==> src/rtl/axis_merge2_1.sv <==
// Frame-aware 2-to-1 AXI-Stream merger: the grant is held from the first beat
// to the tlast beat of a frame, and the merged beat leaves through one output register.
module axis_merge2_1 #(
  parameter int unsigned width = 1,
  parameter bit          rr    = 1'b1
) (
  input  logic             clk,
  input  logic             rst_n,
  input  logic [width-1:0] s0_axis_tdata,
  input  logic             s0_axis_tvalid,
  input  logic             s0_axis_tlast,
  output logic             s0_axis_tready,
  input  logic [width-1:0] s1_axis_tdata,
  input  logic             s1_axis_tvalid,
  input  logic             s1_axis_tlast,
  output logic             s1_axis_tready,
  output logic [width-1:0] m_axis_tdata,
  output logic             m_axis_tvalid,
  output logic             m_axis_tlast,
  input  logic             m_axis_tready,
  output logic [1:0]       grant
);

  // Handshake: a beat moves on any port only in a cycle where both tvalid and
  // tready are 1 at the rising edge. The master holds tdata/tlast/tvalid
  // stable while tvalid=1 and tready=0. The tready of a slave port depends
  // combinationally on m_axis_tready.

  typedef enum logic [1:0] {
    IDLE  = 2'd0,
    LOCK0 = 2'd1,
    LOCK1 = 2'd2
  } state_t;

  state_t           state;
  state_t           state_next;
  logic             last_owner;   // 0: s0 finished the last frame, 1: s1 did
  logic             out_free;
  logic             accept;
  logic             accept_last;
  logic [width-1:0] accept_data;

  // The output register can take a beat when it is empty or draining this cycle.
  assign out_free = !m_axis_tvalid || m_axis_tready;

  always_comb begin
    state_next     = state;
    s0_axis_tready = 1'b0;
    s1_axis_tready = 1'b0;
    grant          = 2'b00;
    accept         = 1'b0;
    accept_data    = s0_axis_tdata;
    accept_last    = s0_axis_tlast;
    case (state)
      IDLE: begin
        if (s0_axis_tvalid && s1_axis_tvalid) begin
          state_next = (rr && !last_owner) ? LOCK1 : LOCK0;
        end else if (s0_axis_tvalid) begin
          state_next = LOCK0;
        end else if (s1_axis_tvalid) begin
          state_next = LOCK1;
        end
      end
      LOCK0: begin
        grant          = 2'b01;
        s0_axis_tready = out_free;
        accept         = s0_axis_tvalid && out_free;
        if (accept && s0_axis_tlast) state_next = IDLE;
      end
      LOCK1: begin
        grant          = 2'b10;
        s1_axis_tready = out_free;
        accept         = s1_axis_tvalid && out_free;
        accept_data    = s1_axis_tdata;
        accept_last    = s1_axis_tlast;
        if (accept && s1_axis_tlast) state_next = IDLE;
      end
      default: state_next = IDLE;
    endcase
  end

  always_ff @(posedge clk or negedge rst_n) begin
    if (!rst_n) begin
      state         <= IDLE;
      last_owner    <= 1'b1;
      m_axis_tdata  <= '0;
      m_axis_tvalid <= 1'b0;
      m_axis_tlast  <= 1'b0;
    end else begin
      state <= state_next;
      if (accept && accept_last) last_owner <= (state == LOCK1);
      // A new beat overwrites a draining one, so tvalid stays high back to back.
      if (accept) begin
        m_axis_tdata  <= accept_data;
        m_axis_tlast  <= accept_last;
        m_axis_tvalid <= 1'b1;
      end else if (m_axis_tready) begin
        m_axis_tvalid <= 1'b0;
      end
    end
  end

endmodule

==> config.mk <==
export PLATFORM = sky130hd
export DESIGN_NAME = axis_merge2_1
export DESIGN_NICKNAME = d
export VERILOG_FILES = /design/src/rtl/axis_merge2_1.sv
export SDC_FILE = /design/constraint.sdc
export NUM_CORES = 1
export LEC_CHECK = 0
export CORE_AREA = 2 2 39 41
export DETAILED_ROUTE_END_ITERATION = 16
export DIE_AREA = 0 0 41 43
export PLACE_DENSITY = 0.59
export SETUP_SLACK_MARGIN = 0.15
export SYNTH_ARGS = -nofsm -noshare
export SYNTH_HDL_FRONTEND = slang
export SYNTH_SLANG_ARGS = --single-unit
==> constraint.sdc <==
create_clock -name clk -period 2.55 [get_ports clk]
set_input_delay 0.765 -clock clk [delete_from_list [all_inputs] [get_ports clk]]
set_output_delay 0.765 -clock clk [all_outputs]
set_load 0.02 [all_outputs]
## Yosys cells after proc, flatten, opt, wreduce, memory -nomap -nowiden

Cells that the tools add are included.

| storage, ports and cells | value |
|---|---|
| register bits after elaboration | 6 |
| input bits | 9 |
| logic and storage cells | 36 |

| operators by class | value |
|---|---|
| eq/ne operators | 5 |
| mux-type cells | 15 |
| reduce and logical (&&, ||, !) cells | 11 |

Operators by type and width:

| operator | number |
|---|---|
| 2-bit 2-to-1 mux | 6 |
| 1-bit logical AND | 6 |
| 1-bit 2-to-1 mux | 6 |
| 2-bit case mux with 3 select lines | 1 |
| 2-bit != test (second input constant) | 2 |
| 4-bit != test (second input constant) | 1 |
| 2-bit case mux with 2 select lines | 1 |
| 3-bit AND reduction | 1 |
| 2-bit by 1-bit == test with 1-bit output (second input constant) | 1 |
| 2-bit == test (second input constant) | 1 |
| 2-bit zero test | 1 |
| 1-bit case mux with 2 select lines | 1 |
| 2-bit nonzero test | 1 |
| 1-bit zero test | 1 |
| 1-bit logical OR | 1 |

## Depth between registers and ports, before layout

| logic depth | value |
|---|---|
| depth after elaboration | 6 |
| depth in mapped cells | 8 |
| mapped depth without buffers | 6 |

## Least setup slack after synthesis

Ideal clock, no wire load.

| path | value |
|---|---|
| path type | input to output |
| start point | input m_axis_tready |
| end point | output s0_axis_tready |
| buffers on the path | 0 |
| setup slack | 601 ps |
| cell stages on the path | 2 |
| data arrival time | 1184 ps |
| data required time | 1785 ps |
| cell sequence | nand2b_1 and2_1 |

| on the way | value |
|---|---|
| word-level cells in the longest chain between the ends | 2 |

RTL lines:

| item | line | RTL |
|---|---|---|
| start: declaration | 20 | `input logic m_axis_tready,` |
| 1-bit logical OR | 44 | `assign out_free = !m_axis_tvalid \|\| m_axis_tready;` |
| 1-bit 2-to-1 mux | 54 | `case (state)` |
| end: declaration | 12 | `output logic s0_axis_tready,` |

Every way passes these cells.

## Final worst setup path

| path | value |
|---|---|
| start point | input m_axis_tready |
| end point | output s1_axis_tready |

| on the way | value |
|---|---|
| word-level cells in the longest chain between the ends | 2 |

RTL lines:

| item | line | RTL |
|---|---|---|
| 1-bit logical OR | 44 |  |
| 1-bit 2-to-1 mux | 54 |  |
| end: declaration | 16 | `output logic s1_axis_tready,` |

Every way passes these cells.

==> flow_summary.html <==
<table>
<tr><th>Metric</th><th>Value</th></tr>
<tr><th colspan="2">Power</th></tr>
<tr><td>Share of total power consumed by net switching</td><td>39.41%</td></tr>
<tr><td>Fraction of power consumed by combinational cells</td><td>a little over 60%</td></tr>
<tr><td>Proportion of power drawn by the clock network</td><td>around 14%</td></tr>
<tr><td>Cell leakage power</td><td>0.2950 nW</td></tr>
<tr><td>Register share of total power</td><td>24.8%</td></tr>
<tr><td>Internal power of the cells</td><td>0.0003954 W</td></tr>
<tr><td>Switching power of the nets</td><td>0.0002571 W</td></tr>
<tr><td>Power density over cell area</td><td>1064 nW/um^2</td></tr>
<tr><td>Worst-case vdd ir drop</td><td>approximately 380 uV</td></tr>
<tr><th colspan="2">GRT</th></tr>
<tr><td>Largest net degree at the start of global routing</td><td>7</td></tr>
<tr><td>Vias in the first global route</td><td>325</td></tr>
<tr><td>GRT Total Usage</td><td>between 10% and 20%</td></tr>
<tr><td>Overflow left after global routing</td><td>0</td></tr>
<tr><td>Number of antenna violations at the first check in global routing</td><td>0</td></tr>
<tr><td>First-pass GRT wire length</td><td>around 1300 um</td></tr>
<tr><th colspan="2">Timing</th></tr>
<tr><td>Number of max-slew violations in the final report</td><td>0</td></tr>
<tr><td>Final critical-path required period</td><td>2360 ps</td></tr>
<tr><td>Count of endpoints failing hold in the final timing report</td><td>0</td></tr>
<tr><td>FMAX</td><td>0.4238 GHz</td></tr>
<tr><td>Setup TNS</td><td>0 ps</td></tr>
<tr><td>Final setup violating endpoints</td><td>0</td></tr>
<tr><td>Unrepaired setup endpoints after global routing</td><td>false</td></tr>
<tr><td>Fin crit share</td><td>~93%</td></tr>
<tr><td>Layout Skew</td><td>9.101 ps</td></tr>
<tr><td>Slew headroom</td><td>83.11%</td></tr>
<tr><td>Transition time at the pin with the least slew margin</td><td>252.6 ps</td></tr>
<tr><th colspan="2">Clocking</th></tr>
<tr><td>Number of buffers inserted during clock tree synthesis</td><td>3</td></tr>
<tr><td>Clock slew at reported path FFs</td><td>40 ps</td></tr>
<tr><td>Longest Clk Path Bufs</td><td>2</td></tr>
<tr><td>Clock tree root driver cell</td><td>sky130_fd_sc_hd__clkbuf_4</td></tr>
<tr><td>Insertion delay to the later sink of the worst-skew pair</td><td>240 ps</td></tr>
<tr><td>Num Clock Sinks</td><td>6</td></tr>
<tr><td>Number of setup buffers added after CTS</td><td>0</td></tr>
<tr><td>H-tree lvl count</td><td>1</td></tr>
<tr><td>Clock tree from TritonCTS</td><td>yes</td></tr>
<tr><th colspan="2">Logic synthesis</th></tr>
<tr><td>Portion of netlist area occupied by mux cells</td><td>roughly a tenth</td></tr>
<tr><td>Xor/xnor share of the synthesized area</td><td>0%</td></tr>
<tr><td>Share of Yosys cell area claimed by the top area cell type</td><td>30.40%</td></tr>
<tr><td>Synthesized-area fraction occupied by adder cells</td><td>12.16%</td></tr>
<tr><td>Post-Synthesis Cell Area</td><td>411.6 sq um</td></tr>
<tr><td>Cell variety after synth</td><td>16</td></tr>
<tr><td>Yosys reg bits</td><td>6</td></tr>
<tr><td>Share of async-settable or async-resettable flops after synthesis</td><td>100.0%</td></tr>
<tr><td>Share of the synthesized area in compound gates (AO/OA/AOI/OAI)</td><td>13.98%</td></tr>
<tr><td>Top post-synthesis cells by area</td><td>sky130_fd_sc_hd__dfrtp_1, sky130_fd_sc_hd__ha_1, sky130_fd_sc_hd__mux2i_1, sky130_fd_sc_hd__dfstp_2, sky130_fd_sc_hd__a21oi_1</td></tr>
<tr><td>Total of warnings raised by yosys</td><td>0</td></tr>
<tr><td>Net Count, Synth</td><td>55</td></tr>
<tr><td>Simple-gate share of the synthesized area</td><td>19.15%</td></tr>
<tr><td>Leading area contributor after synthesis</td><td>sky130_fd_sc_hd__dfrtp_1</td></tr>
<tr><td>Most frequently used flop master after synthesis</td><td>sky130_fd_sc_hd__dfrtp_1</td></tr>
<tr><td>Count of flip-flops with a built-in enable after synthesis</td><td>0</td></tr>
<tr><td>Post-synthesis cell count</td><td>42</td></tr>
<tr><td>Dominant combinational cell family by area after synthesis</td><td>simple AND/OR/NAND/NOR gates</td></tr>
<tr><td>Post-Syn Area per Cell</td><td>9.801 sq um</td></tr>
<tr><td>Register area share after synthesis</td><td>36.78%</td></tr>
<tr><th colspan="2">Floorplanning</th></tr>
<tr><td>Die outline width</td><td>41 um</td></tr>
<tr><td>Number of top-level pins</td><td>16</td></tr>
<tr><td>Initial Utilization</td><td>29.75%</td></tr>
<tr><td>Die height</td><td>43 um</td></tr>
<tr><td>Die footprint</td><td>about 1800 sq um</td></tr>
<tr><td>Core Box Area</td><td>~1400 sq um</td></tr>
<tr><td>Cell Rows</td><td>14</td></tr>
<tr><th colspan="2">Final layout</th></tr>
<tr><td>Commonest non-fill, non-tap cell in the layout</td><td>sky130_fd_sc_hd__clkdlybuf4s50_1</td></tr>
<tr><td>Proportion of layout cells with a drive suffix above 1</td><td>18.03%</td></tr>
<tr><td>Fill cells</td><td>146</td></tr>
<tr><td>Antenna cells</td><td>0</td></tr>
<tr><td>Synthesis-to-finish area growth</td><td>48.94%</td></tr>
<tr><td>Final std cells w/o fill</td><td>77</td></tr>
<tr><td>Total number of nets in the final design</td><td>75</td></tr>
<tr><td>Highest-count cells in the layout ignoring fill and taps</td><td>sky130_fd_sc_hd__clkdlybuf4s50_1, sky130_fd_sc_hd__a21oi_1, sky130_fd_sc_hd__dfrtp_1</td></tr>
<tr><th colspan="2">Worst setup path</th></tr>
<tr><td>Slowest CP cell</td><td>sky130_fd_sc_hd__clkdlybuf4s50_1</td></tr>
<tr><td>Critical register-to-register path startpoint</td><td>state[0]$_DFFE_PN0P_</td></tr>
<tr><td>Crit. Startpoint</td><td>m_axis_tready</td></tr>
<tr><td>Ordered list of cells on the worst path</td><td>clkdlybuf4s50_1 &gt; nand2b_4 &gt; and2_1 &gt; buf_6</td></tr>
<tr><td>Classification of the worst setup path</td><td>in -&gt; out</td></tr>
<tr><td>Startpoint kind of the worst setup timing path</td><td>input pin</td></tr>
<tr><td>Stage delay of the slowest cell on the critical path</td><td>450 ps</td></tr>
<tr><td>Critical path buffer and inverter count</td><td>2</td></tr>
<tr><td>Data arrival time of the critical path</td><td>between 1500 and 2000 ps</td></tr>
<tr><td>Biggest fanout along the worst timing path</td><td>3</td></tr>
<tr><td>Largest delay share family, worst path</td><td>buffers and inverters</td></tr>
<tr><td>Endpoint type of the worst setup path</td><td>output pin</td></tr>
<tr><td>Data required time at the worst endpoint</td><td>1790 ps</td></tr>
<tr><th colspan="2">Routing</th></tr>
<tr><td>Residual DRC count</td><td>0</td></tr>
<tr><td>DRC marker count from the first detailed-route iteration</td><td>2</td></tr>
<tr><td>Routed vias</td><td>338</td></tr>
<tr><td>Final ANT Viol Nets</td><td>0</td></tr>
<tr><td>Vias per Instance</td><td>4.390</td></tr>
<tr><td>Routed wire per std cell</td><td>between 10 and 15 um</td></tr>
<tr><td>First-pass detailed-route iteration total</td><td>3</td></tr>
<tr><td>DRT Wirelength</td><td>795 um</td></tr>
<tr><th colspan="2">Placed design</th></tr>
<tr><td>Number of instances in the placed design</td><td>73</td></tr>
<tr><td>Placed wire-length estimate</td><td>667.1 um</td></tr>
<tr><td>IO buf count</td><td>15</td></tr>
<tr><td>RePlAce Congestion</td><td>0.6775</td></tr>
<tr><th colspan="2">Run</th></tr>
<tr><td>Max-cap viol count</td><td>0</td></tr>
<tr><th colspan="2">Worst hold path</th></tr>
<tr><td>Hold Path Origin</td><td>last_owner$_DFFE_PN1P_</td></tr>
<tr><td>Type of the most critical hold path</td><td>reg -&gt; reg</td></tr>
<tr><th colspan="2">Outcome</th></tr>
<tr><td>Run status</td><td>finished, final reports clean</td></tr>
</table>
Yosys cell counts, drive strengths merged (2+ instances only):
master  count
a21oi       5
dfrtp       5
ha          4
mux2i       4
nand2       4
inv         3
nand2b      3
nor2        3
and2        2
buf         2
nand3       2
power by group through the flow:
stage          Clock (W)  Sequential, W  Combinational (W)
2_1_floorplan          0       0.000186           0.000243
3_3_place_gp           0       0.000158           0.000398
3_5_place_dp           0       0.000158           0.000399
4_1_cts        0.0000963       0.000162           0.000392
5_1_grt        0.0000997       0.000168           0.000442
6_report       0.0000899       0.000162           0.000401
registers in the layout (all words and copies together), names as in the netlist:
name / count
m_axis_tlast: 1
m_axis_tdata: 1
last_owner: 1
m_axis_tvalid: 1
state: 2
cell type report:
| cell class | instances | area [sq um] | share of cell area, % |
|---|---|---|---|
| clock buffer | 4 | 26.28 | 4.286 |
| inverter | 3 | 11.26 | 1.837 |
| multi-input combinational | 31 | 234.0 | 38.16 |
| sequential | 6 | 151.4 | 24.69 |
| tap | 16 | 20.02 | 3.265 |
| timing repair buffer | 17 | 170.2 | 27.76 |
path summary, 6_finish.rpt:
| check | slack (ps) | endpoint | cells after the start |
|---|---|---|---|
| max in group asynchronous | 1520 | last_owner$_DFFE_PN1P_ | 1 |
| worst max register to register | 940 | last_owner$_DFFE_PN1P_ | 7 |
| worst min register to register | 530 | last_owner$_DFFE_PN1P_ | 2 |
| worst max-delay path | 190 | s1_axis_tready | 4 |
| min in group asynchronous | 760 | m_axis_tvalid$_DFFE_PN0P_ | 1 |
| worst min-delay path | 530 | last_owner$_DFFE_PN1P_ | 2 |
timing repair:
item	in CTS	in global routing
pin swaps	0	0
cloned	0	0
setup endpoints to repair	2	3
hold buffers	0	0
resized for setup	9	5
worst min-delay path: cells and delay by family (launching register included):
kind               cells  cell delay [ps]
DFF                    1              360
AOI/OAI and AO/OA      1               50
and+or+nand+nor        1              100
cell families after synthesis:
kind of cell,count (synthesis)
simple gates,15
mux,4
buf+inv,5
compound gates,8
fa+ha+maj,4
flops,6
metal layers:
layer / GRT usage (%) / up-vias / routed length [um]
met1: 15.61 / 147 / 379
met2: 15.31 / 10 / 356
met5: 0 / - / 0
met3: 1.571 / 2 / 52
li1: - / 179 / -
met4: 8.000 / 0 / 6
stage by stage:
step	setup slack, ps	area, sq um	power (W)	util, %	hold WS, ps
6_report	190.4	613.1	0.0006525	44.30	526.2
5_1_grt	159.2	613.1	0.0007098	44.30	543.5
4_1_cts	165.6	598.1	0.0006504	43.22	532.0
3_5_place_dp	-287.9	574.3	0.0005579	41.50	526.3
3_3_place_gp	-288.9	574.3	0.0005568	41.50	518.9
2_1_floorplan	601.0	411.6	0.0004284	-	469.4
(Power assumes the default switching activity.)
==> variant 1 (config.mk and constraints unchanged) <==
`rr`: 1'b1 -> 1'b0.
--- a/src/rtl/axis_merge2_1.sv
+++ b/src/rtl/axis_merge2_1.sv
@@ -2,7 +2,7 @@
 // to the tlast beat of a frame, and the merged beat leaves through one output register.
 module axis_merge2_1 #(
   parameter int unsigned width = 1,
-  parameter bit          rr    = 1'b1
+  parameter bit          rr    = 1'b0
 ) (
   input  logic             clk,
   input  logic             rst_n,
Check against the original RTL: not equivalent (a bounded check fails within 4 cycles, from zero or initial values and one cycle with rst_n low).
==> variant 1 against the unedited design <==
Area after synthesis shrank 22%; worst setup slack worse by 0.010 ns; routed wire length shrank 16%; sequential cell count is 1 lower; register-to-register slack improved by 0.14 ns; global-route usage fell by 2.2 points; first-iteration DRC count stayed put; final area is 11% lower; power shrank 11%; die area is the same; cell count fell by 7.8%; sequential share of layout area decreased by 1.8 points; largest cell class unchanged; highest routed layer is now met3.
==> variant 1: results (changes against the unedited design) <==
- Largest net degree at the start of global routing: 6 (was 7)
- H-tree depth: 1 (unchanged)
- Post-CTS Setup Bufs: 0 (unchanged)
- Final RePlAce weighted congestion: 0.735 (was 0.678)
- Synth top cells by count: dfrtp_1, nand2_1, ha_1, mux2i_1, inv_1 (was a21oi_1, dfrtp_1, ha_1, mux2i_1, nand2_1)
- Outcome: completed (unchanged)
- ANT cells: 0 (unchanged)
- DP Wirelength: 540 µm (was 667 µm)
- Cell with the largest stage delay on the worst path: clkdlybuf4s50_1 (unchanged)
- GRT Total Usage: 9.08% (was 11.3%)
- Via density: 4.20 (was 4.39)
- Antenna violations before repair: 0 (unchanged)
- DRT iter0 DRCs: 2 (unchanged)
- Biggest register: state (unchanged)
- Clock Skews: 0.00387 ns (was 0.00910 ns)
- Routed wl met2: 293 µm (was 356 µm)
- Synth cell types: 13 (was 16)
- Clk_lat worst skew: 0.24 ns (about the same)
- Asr flop ratio synth: 100% (unchanged)
- Final-stage net count: 69 (was 75)
- First-pass GRT wire length: 1040 µm (was 1320 µm)
- Vias in the first global route: 257 (was 325)
- Post-synthesis net count: 46 (was 55)
- CP max stage delay: 0.46 ns
- Met1 wire length: 318 µm (was 379 µm)
- Area growth, synth to finish: 70.7% (was 48.9%)
- Met3 WL: 54 µm (was 52 µm)
- Routed WL per cell: 9.38 µm (was 10.3 µm)
- PortBufs: 15 (unchanged)
- Filler Cells Inserted: 143 (was 146)
- Worst Hold Class: register to register (unchanged)
- Pleak: 0.259 nW (was 0.295 nW)
- Root Buffer: clkbuf_4 (unchanged)
- CTS clk-pin slew, worst paths: 0.04 ns (about the same)
- Proportion of layout cells with a drive suffix above 1: 16.4% (was 18.0%)
- Largest register FFs: 2 (unchanged)
- CTS Buf Count: 3 (unchanged)
- Worst-margin pin slew: 0.232 ns (was 0.253 ns)
- Placed inst area: 513 µm² (was 574 µm²)
- Ranking of synthesized cells by area: dfrtp_1, ha_1, mux2i_1, nand2_1, and2_1 (was dfrtp_1, ha_1, mux2i_1, dfstp_2, a21oi_1)
- Ys Warns: 0 (unchanged)
- Critical path peak fanout: 4 (was 3)
- Longest Clk Path Bufs: 2 (unchanged)
- Highest metal used: met3 (was met4)
- Number of iterations in the first detailed-routing pass: 4 (was 3)
- Worst EP arrival: 1.61 ns (was 1.59 ns)
- Peak VDD IR: 0.324 mV (was 0.380 mV)
- Sequential fraction of the synthesis area: 39.1% (was 36.8%)
[variant 1: cell families (layout without fill, tap and decap cells)]
| kind of cell | count (synthesis) | after routing | synth area share [%] |
|---|---|---|---|
| DFF | 5 | 5 | 39.1 |
| muxes | 4 | 4 | 12.5 |
| and+or+nand+nor | 11 | 11 | 17.6 |
| adders and majority gates | 4 | 4 | 15.6 |
| AOI/OAI and AO/OA | 6 | 6 | 11.7 |
| buffers and inverters | 3 | 25 | 3.52 |
[variant 1: area by class of cell]
type	instances	share of cell area, %
sequential	5	22.9
timing repair buffer	18	32.0
inverter	3	2.06
multi-input combinational	25	34.6
tap	16	3.66
clock buffer	4	4.81
[variant 1: worst paths after layout]
path,start,endpoint,slack (ns),cells past startpoint
worst min-delay path,m_axis_tlast,m_axis_tlast,0.48,2
worst max-delay path,m_axis_tready,s1_axis_tready,0.18,4
worst min register to register,m_axis_tlast,m_axis_tlast,0.48,2
worst max register to register,state[0],state[1],1.08,7
min in group asynchronous,rst_n,m_axis_tdata,0.75,1
max in group asynchronous,rst_n,state[0],1.60,1
[variant 1: per-stage QoR]
step	instances	setup slack [ns]	setup TNS (ns)
after floorplan	33	0.602	0
after global placement	67	-0.263	-0.524
after detailed placement	67	-0.274	-0.542
after CTS	71	0.162	0
after global routing	71	0.149	0
final	71	0.180	0
[variant 1: what timing repair did]
action	4_1_cts	5_1_grt
gates resized for setup	10	3
cloned	0	0
setup endpoints to repair	2	2
[variant 1: layer usage]
layer	up-vias	GRT usage [%]
met3	0	3.14
met2	13	11.6
li1	155	-
met4	0	8.00
met5	-	0
met1	130	11.4
[variant 1: where the power goes]
| part | internal [W] | switching [W] | total [W] |
|---|---|---|---|
| registers | 0.000114 | 0.0000218 | 0.000136 |
| clock network | 0.0000590 | 0.0000296 | 0.0000885 |
| logic | 0.000181 | 0.000174 | 0.000356 |
[variant 1: worst max-delay path, delay by kind of cell]
kind	cells	cell delay [ns]
AND/OR/NAND/NOR	2	0.27
buffers and inverters	2	0.57
==> variant 2 (same flow settings) <==
Without the edit above. The 3 states of `state_t` get a one-hot encoding in 3 bits.
--- a/src/rtl/axis_merge2_1.sv
+++ b/src/rtl/axis_merge2_1.sv
@@ -26,10 +26,10 @@
   // stable while tvalid=1 and tready=0. The tready of a slave port depends
   // combinationally on m_axis_tready.
 
-  typedef enum logic [1:0] {
-    IDLE  = 2'd0,
-    LOCK0 = 2'd1,
-    LOCK1 = 2'd2
+  typedef enum logic [2:0] {
+    IDLE  = 3'b001,
+    LOCK0 = 3'b010,
+    LOCK1 = 3'b100
   } state_t;
 
   state_t           state;
Function: no difference found for any inputs over 10 cycles, from zero or initial values and one cycle with rst_n low; not proved beyond that.
==> variant 2 against the unedited design <==
Worst setup slack gained 0.23 ns; die area is the same; final area shrank 1.8%; routed wire length grew 5.5%; power shrank 10%; sequential cell count grew 1; sequential power grew 39%; clock power grew 4.9%; area after synthesis shrank 4.3%; sequential share of layout area grew 4.8 points; count of clock-buffer cells in the layout is the same; synthesized cell count shrank 12%; critical endpoint is now grant[1]; highest routed layer is now met3.
==> variant 2: results (changes against the unedited design) <==
- Synth cell types: 22 (was 16)
- Seq pwr share: 38.2% (was 24.8%)
- Worst hold path depth: 1 (was 2)
- Cell with the largest stage delay on the worst path: dfrtp_1 (was clkdlybuf4s50_1)
- Critical path peak fanout: 5 (was 3)
- Vias post-DR: 355 (was 338)
- Peak VDD IR: 0.475 mV (was 0.380 mV)
- GR Util met3: 2.09% (was 1.57%)
- GRT Total Usage: 11.6% (was 11.3%)
- Crit path to: grant[1] (was s1_axis_tready)
- Syn Inst Count: 37 (was 42)
- Vias in the first global route: 328 (was 325)
- Worst EP arrival: 1.37 ns (was 1.59 ns)
- Clock share of power: 16.1% (was 13.8%)
- Net Switching: 0.000211 W (was 0.000257 W)
- Clock Skews: 0.00309 ns (was 0.00910 ns)
- Beginning of the worst hold path: m_axis_tdata (was last_owner)
- Highest metal used: met3 (was met4)
- Final-stage net count: 67 (was 75)
- Global Route met1 Usage: 13.3% (was 15.6%)
- DP Wirelength: 682 µm (was 667 µm)
- CP max stage delay: 0.43 ns (was 0.45 ns)
- Setup CP Type: register to primary output (was input pin to primary output)
- Post-synthesis net count: 46 (was 55)
- Outcome: completed (unchanged)
- Inst Count DP: 69 (was 73)
-- variant 2: area by class of cell --
cell class / instances / area [µm²]
Sequential cell: 7 / 178
Inverter: 1 / 3.75
Tap cell: 16 / 20.0
Multi-Input combinational cell: 28 / 216
Fill cell: 143 / 782
Timing Repair Buffer: 17 / 158
Clock buffer: 4 / 26.3
-- variant 2: kinds of logic after synthesis --
family / after synthesis / synth area share [%]
flops: 7 / 45.1
simple gates: 17 / 33.3
buf+inv: 2 / 1.90
compound gates: 11 / 19.7
-- variant 2: stage by stage --
| stage | setup slack (ns) | utilization [%] | TNS (ns) |
|---|---|---|---|
| floorplan | 0.427 | - | 0 |
| global placement | -0.269 | 41.6 | -0.531 |
| detailed placement | -0.273 | 41.6 | -0.539 |
| CTS | 0.136 | 42.6 | 0 |
| global route | 0.317 | 43.5 | 0 |
| finish | 0.418 | 43.5 | 0 |
-- variant 2: critical path, delay by kind of cell (launching register included) --
family	cells	cell delay (ns)
and+or+nand+nor	1	0.22
buffers and inverters	2	0.47
DFF	1	0.43
